===== src/rtl/bit_sampler_deframer.sv =====
// Mid-bit sampler and sync-byte deframer for a raw serial line on the 200 MHz base clock.
// Re-phases on every synchronised input edge; MSB-first bytes are emitted once locked.
`timescale 1ns/1ps
module bit_sampler_deframer #(
  parameter int          PERIOD_W   = 16,
  parameter logic [7:0]  SYNC_WORD  = 8'hA5,
  parameter int          MIN_PERIOD = 4,
  parameter int          MAX_RUN    = 32
) (
  input  logic                clk_200M,
  input  logic                rst_n,
  input  logic                signal,
  input  logic [PERIOD_W-1:0] bit_period,
  output logic                bit_out,
  output logic                bit_valid,
  output logic [7:0]          data_out,
  output logic                data_valid,
  output logic                locked,
  output logic                sync_err
);

  localparam int RUN_W = $clog2(MAX_RUN + 1);

  typedef enum logic [0:0] {
    HUNT   = 1'b0,
    LOCKED = 1'b1
  } state_t;

  state_t              state_r, state_nx;
  logic                sig_m_r, sig_s_r, sig_d_r;
  logic [PERIOD_W-1:0] period_r, phase_r, phase_nx;
  logic [7:0]          shift_r, shift_nx;
  logic [2:0]          bit_cnt_r, bit_cnt_nx;
  logic [RUN_W-1:0]    run_cnt_r, run_cnt_nx;
  logic                edge_s, valid_s, wrap_s, sample_s;
  logic                data_valid_nx, sync_err_nx;

  assign edge_s   = sig_s_r ^ sig_d_r;
  assign valid_s  = (period_r >= PERIOD_W'(MIN_PERIOD));
  // An edge always wins over wrap or sample in the same cycle.
  assign wrap_s   = valid_s && !edge_s && (phase_r == (period_r - PERIOD_W'(1)));
  assign sample_s = valid_s && !edge_s && (phase_r == (period_r >> 1));
  assign shift_nx = {shift_r[6:0], sig_s_r};

  // Phase counter next value
  always_comb begin
    phase_nx = phase_r;
    if (edge_s || !valid_s || wrap_s) begin
      phase_nx = PERIOD_W'(0);
    end else begin
      phase_nx = phase_r + PERIOD_W'(1);
    end
  end

  // Framing FSM next state and pulse outputs
  always_comb begin
    state_nx      = state_r;
    bit_cnt_nx    = bit_cnt_r;
    run_cnt_nx    = run_cnt_r;
    data_valid_nx = 1'b0;
    sync_err_nx   = 1'b0;
    case (state_r)
      HUNT: begin
        if (sample_s && (shift_nx == SYNC_WORD)) begin
          state_nx   = LOCKED;
          bit_cnt_nx = 3'd0;
          run_cnt_nx = RUN_W'(0);
        end else begin
          state_nx   = HUNT;
        end
      end
      LOCKED: begin
        if (edge_s) begin
          run_cnt_nx = RUN_W'(0);
        end else if (wrap_s) begin
          run_cnt_nx = run_cnt_r + RUN_W'(1);
        end else begin
          run_cnt_nx = run_cnt_r;
        end
        if (sample_s) begin
          bit_cnt_nx = bit_cnt_r + 3'd1;
        end else begin
          bit_cnt_nx = bit_cnt_r;
        end
        // Loss of lock suppresses a byte completing in the same cycle.
        if (!valid_s || (run_cnt_nx == RUN_W'(MAX_RUN))) begin
          state_nx    = HUNT;
          sync_err_nx = 1'b1;
        end else if (sample_s && (bit_cnt_r == 3'd7) && (shift_nx != SYNC_WORD)) begin
          data_valid_nx = 1'b1;
        end else begin
          data_valid_nx = 1'b0;
        end
      end
      default: begin
        state_nx = HUNT;
      end
    endcase
  end

  // State, datapath and registered outputs
  always_ff @(posedge clk_200M or negedge rst_n) begin
    if (!rst_n) begin
      sig_m_r    <= 1'b0;
      sig_s_r    <= 1'b0;
      sig_d_r    <= 1'b0;
      period_r   <= PERIOD_W'(0);
      phase_r    <= PERIOD_W'(0);
      shift_r    <= 8'd0;
      bit_cnt_r  <= 3'd0;
      run_cnt_r  <= RUN_W'(0);
      state_r    <= HUNT;
      bit_out    <= 1'b0;
      bit_valid  <= 1'b0;
      data_out   <= 8'd0;
      data_valid <= 1'b0;
      locked     <= 1'b0;
      sync_err   <= 1'b0;
    end else begin
      sig_m_r    <= signal;
      sig_s_r    <= sig_m_r;
      sig_d_r    <= sig_s_r;
      if (edge_s) begin
        period_r <= bit_period;
      end
      phase_r    <= phase_nx;
      if (sample_s) begin
        shift_r  <= shift_nx;
        bit_out  <= sig_s_r;
      end
      bit_valid  <= sample_s;
      bit_cnt_r  <= bit_cnt_nx;
      run_cnt_r  <= run_cnt_nx;
      state_r    <= state_nx;
      locked     <= (state_nx == LOCKED);
      data_valid <= data_valid_nx;
      if (data_valid_nx) begin
        data_out <= shift_nx;
      end
      sync_err   <= sync_err_nx;
    end
  end

endmodule

===== config.mk =====
export PLATFORM = sky130hd
export DESIGN_NAME = bit_sampler_deframer
export DESIGN_NICKNAME = d
export VERILOG_FILES = /design/src/rtl/bit_sampler_deframer.sv
export SDC_FILE = /design/constraint.sdc
export NUM_CORES = 1
export LEC_CHECK = 0
export BUFFER_PORTS_ARGS = -buffer_cell sky130_fd_sc_hd__buf_2
export CAP_MARGIN = 5
export CORE_ASPECT_RATIO = 0.8
export CORE_MARGIN = 1.5
export CORE_UTILIZATION = 60
export DETAILED_ROUTE_END_ITERATION = 6
export HOLD_SLACK_MARGIN = 0.05
export PLACE_DENSITY_LB_ADDON = 0.05
export SLEW_MARGIN = 20
export SYNTH_ARGS = -nofsm -noshare
export SYNTH_HDL_FRONTEND = slang
export SYNTH_SLANG_ARGS = --single-unit
export TNS_END_PERCENT = 30

===== constraint.sdc =====
create_clock -name clk_200M -period 9.95 [get_ports clk_200M]
set_input_delay 1.99 -clock clk_200M [delete_from_list [all_inputs] [get_ports clk_200M]]
set_output_delay 1.99 -clock clk_200M [all_outputs]
set_load 0.03 [all_outputs]

==> results.json <==
{
  "outcome": "complete, no violations",
  "synth_flop_cell": "dfrtp_1",
  "detailedRoute.firstPassIterationCount": 5,
  "ys.warnings.count": 0,
  "power.switching_uw": 185,
  "synth_enable_flop_cells": 0,
  "setup_violations": 0,
  "required_ns": 10.18,
  "top_level_ports": 32,
  "grt.total_usage_pct": 25.8,
  "path_cells": "nor4_1 > nand4b_1 > mux2_2 > a211oi_1 > nor2_1 > nand3_1 > o2bb2ai_2 > a311oi_4 > mux2_2",
  "detail_route.drc_violations": 0,
  "worstPathMaxFanout": 8,
  "placeableCoreArea_sq_um": 5850,
  "cp.buffers_inverters": 0,
  "regToRegStartpoint": "period_r[3]",
  "global_route.overflow_total": 0,
  "die_outline_area_sq_um": 6470,
  "worst_path_largest_cell_delay_ns": 0.72,
  "min-delay-path-class": "reg -> reg",
  "cellInternalPower_uw": 448,
  "rows": 25,
  "timing.setup.tns_ns": 0,
  "post_route_cells_drive_above_1_share_pct": 19.4,
  "fin_worst_skew_ns": 0.0113,
  "totalPowerFinal_uw": 633,
  "worst_r2r_endpoint": "data_out[7]",
  "cell_variety_after_synth": 54,
  "synth_fp_nets": 407,
  "detail_route.vias_per_cell": 5.58,
  "clk_latency_ns": 0.35,
  "number_of_cells_traversed_by_the_worst_register_to_register_path": 9,
  "ir_worst_vdd_v": 0.000102,
  "pin_count_of_the_biggest_net_entering_global_routing": 64,
  "max_freq_ghz": 0.260,
  "power.density_nw_per_um2": 158,
  "timing.critical_path.mode_cell": "mux2_2",
  "grt_first_pass_wirelength_um": 12500,
  "start_kind": "flop",
  "critical_path_cell_count": 9,
  "most_used_cells_in_the_layout_excluding_fill_and_tap_cells": "63 x dfrtp_1, 59 x nand2_1, 38 x nor2_1, 31 x buf_2, 30 x xor2_1",
  "port_buffers": 31,
  "yosysTopAreaCell": "dfrtp_1",
  "end_kind": "flop",
  "comb_power_share_pct": 14.0,
  "cts.repair.resized": 0,
  "clock_power_share_pct": 39.8,
  "finalWirelength_um": 7540,
  "max_cap_viol_count": 0,
  "post_synth.cell_area_avg_sq_um": 9.39,
  "most_common_cell_after_layout_fill_and_taps_aside": "dfrtp_1",
  "crit_arrival_ns": 4.08,
  "crit_end": "data_out[7]",
  "setup.reg_to_reg.worst_slack_ns": 6.10,
  "dieHeight_um": 72.3,
  "critical-path-top-delay-family": "simple AND/OR/NAND/NOR gates",
  "clk_pin_slew_worst_paths_ns": 0.08,
  "yosys_register_bits": 63,
  "cts.hold.buffers_added": 0,
  "maxSlewViolCount": 0,
  "synthToLayoutAreaGrowth_pct": 11.4,
  "cts_max_path_bufs": 2,
  "post_detailed_route_count_of_antenna_violating_nets": 0,
  "detail_route.wl_per_cell_um": 15.3,
  "cellLeakagePower_uw": 0.00184,
  "detail_route.iter0.violations": 121,
  "crit_type": "reg -> reg",
  "worst-slew-pin-transition_ns": 0.773,
  "report.final.hold_viol_count": 0,
  "place.gp.congestion": 0.893,
  "min_period_over_period_pct": 38.7,
  "cts.sinks": 63,
  "num-nets-final": 431,
  "sequentialPowerShare_pct": 46.2,
  "cts_post_setup_buffers_inserted": 0,
  "first_global_vias": 2560,
  "synth-seq-area-share_pct": 43.8,
  "synth_largest_type_area_fraction_pct": 43.8,
  "cts-htree-levels": 3,
  "tritoncts": "done",
  "clockRootBuffer": "clkbuf_8",
  "post_synth_inst_count": 383,
  "antenna_found_initial": 0,
  "rsz0062_at_grt": "false",
  "cts_inserted_buffers": 9,
  "ys_async_sr_fraction_pct": 100,
  "routed-via-count": 2752,
  "slew-limit-headroom_pct": 48.0,
  "cpMaxStageDelayCell": "nor4_1",
  "swShare_pct": 29.3,
  "synth_area_leaders": "dfrtp_1 44%, xor2_1 7.3%, nand2_1 6.2%, xnor2_1 5.1%, mux2_2 5.0%",
  "critPathLaunch": "period_r[3]",
  "layout.filler_cells": 499,
  "antenna_diode_count": 0,
  "initial_core_util_pct": 61.5,
  "layout_min_cycle_time_ns": 3.85,
  "post_synthesis_instance_area_sq_um": 3600,
  "detailedPlacementHpwl_um": 5400,
  "dieWidth_um": 89.6
}
## cell families (layout without fill, tap and decap cells)
| kind of cell | count (synthesis) | after routing | synth area share (%) |
|---|---|---|---|
| buffers and inverters | 32 | 61 | 3.83 |
| XOR/XNOR | 51 | 51 | 12.4 |
| AO/OA/AOI/OAI | 44 | 44 | 9.53 |
| flip-flops | 63 | 63 | 43.8 |
| multiplexers | 16 | 16 | 5.01 |
| AND/OR/NAND/NOR | 172 | 172 | 23.7 |
| adder cells (fa/ha/maj) | 5 | 5 | 1.74 |
## registers in the layout (all words and copies together) (netlist names)
register / count
sig_m_r: 1
shift_r: 7
state_r: 1
period_r: 16
sync_err: 1
bit_cnt_r: 3
data_out: 8
data_valid: 1
phase_r: 16
sig_s_r: 1
bit_valid: 1
sig_d_r: 1
run_cnt_r: 6
## cell type report
type | count | area, sq um | area share, %
Timing Repair Buffer | 35 | 185 | 4.62
Multi-Input combinational cell | 288 | 1880 | 47.0
Tap cell | 81 | 101 | 2.53
Sequential cell | 63 | 1580 | 39.3
Clock buffer | 9 | 124 | 3.09
Inverter | 10 | 37.5 | 0.937
Clock inverter | 7 | 100 | 2.50
## worst reg2reg max path, delay by kind of cell, from the launching register on
family,cells,cell delay (ns)
multiplexers,2,0.75
flip-flops,1,0.48
AND/OR/NAND/NOR,4,1.46
AO/OA/AOI/OAI,3,1.04
## worst min-delay path by stage
stage          startpoint  endpoint  slack, ns  depth (start not counted)
2_1_floorplan     sig_m_r   sig_s_r       0.33                          0
3_3_place_gp      sig_m_r   sig_s_r       0.33                          0
3_5_place_dp      sig_m_r   sig_s_r       0.35                          0
4_1_cts           sig_m_r   sig_s_r       0.36                          0
5_1_grt           sig_m_r   sig_s_r       0.37                          0
6_report          sig_m_r   sig_s_r       0.36                          0
## routing by layer
| metal | vias up | GRT usage [%] | wire length (um) |
|---|---|---|---|
| met3 | 5 | 6.14 | 334 |
| met2 | 60 | 35.7 | 3210 |
| met1 | 1320 | 40.0 | 3930 |
| li1 | 1367 | - | - |
| met5 | - | 0 | 0 |
| met4 | 0 | 7.69 | 57 |
## per-stage QoR
step / cell area [sq um] / hold slack, ns / util [%] / std cells / setup WS (ns)
global route: 4010 / 0.369 / 68.5 / 493 / 5.82
detailed placement: 3780 / 0.346 / 64.7 / 477 / 6.16
finish: 4010 / 0.358 / 68.5 / 493 / 6.10
CTS: 4010 / 0.364 / 68.5 / 493 / 6.14
global placement: 3780 / 0.333 / 64.7 / 477 / 6.17
floorplan: 3600 / 0.331 / - / 383 / 6.48
## cells in the mapped netlist (8+ instances only)
library cell,n
nand3_1,17
xor2_1,30
xnor2_1,21
mux2_2,16
nor2_1,38
o21ai_0,15
nor3_1,8
dfrtp_1,63
nor4_1,10
inv_1,10
clkbuf_1,18
nand2_1,59
## power groups by stage
stage	Clock, uW	Sequential [uW]	Combinational (uW)
finish	252	293	88.7
floorplan	0	282	77.6
detailed placement	0	297	87.6
global route	268	295	99.8
CTS	258	292	88.3
global placement	0	296	87.2
Power figures use the tool's default switching activity.
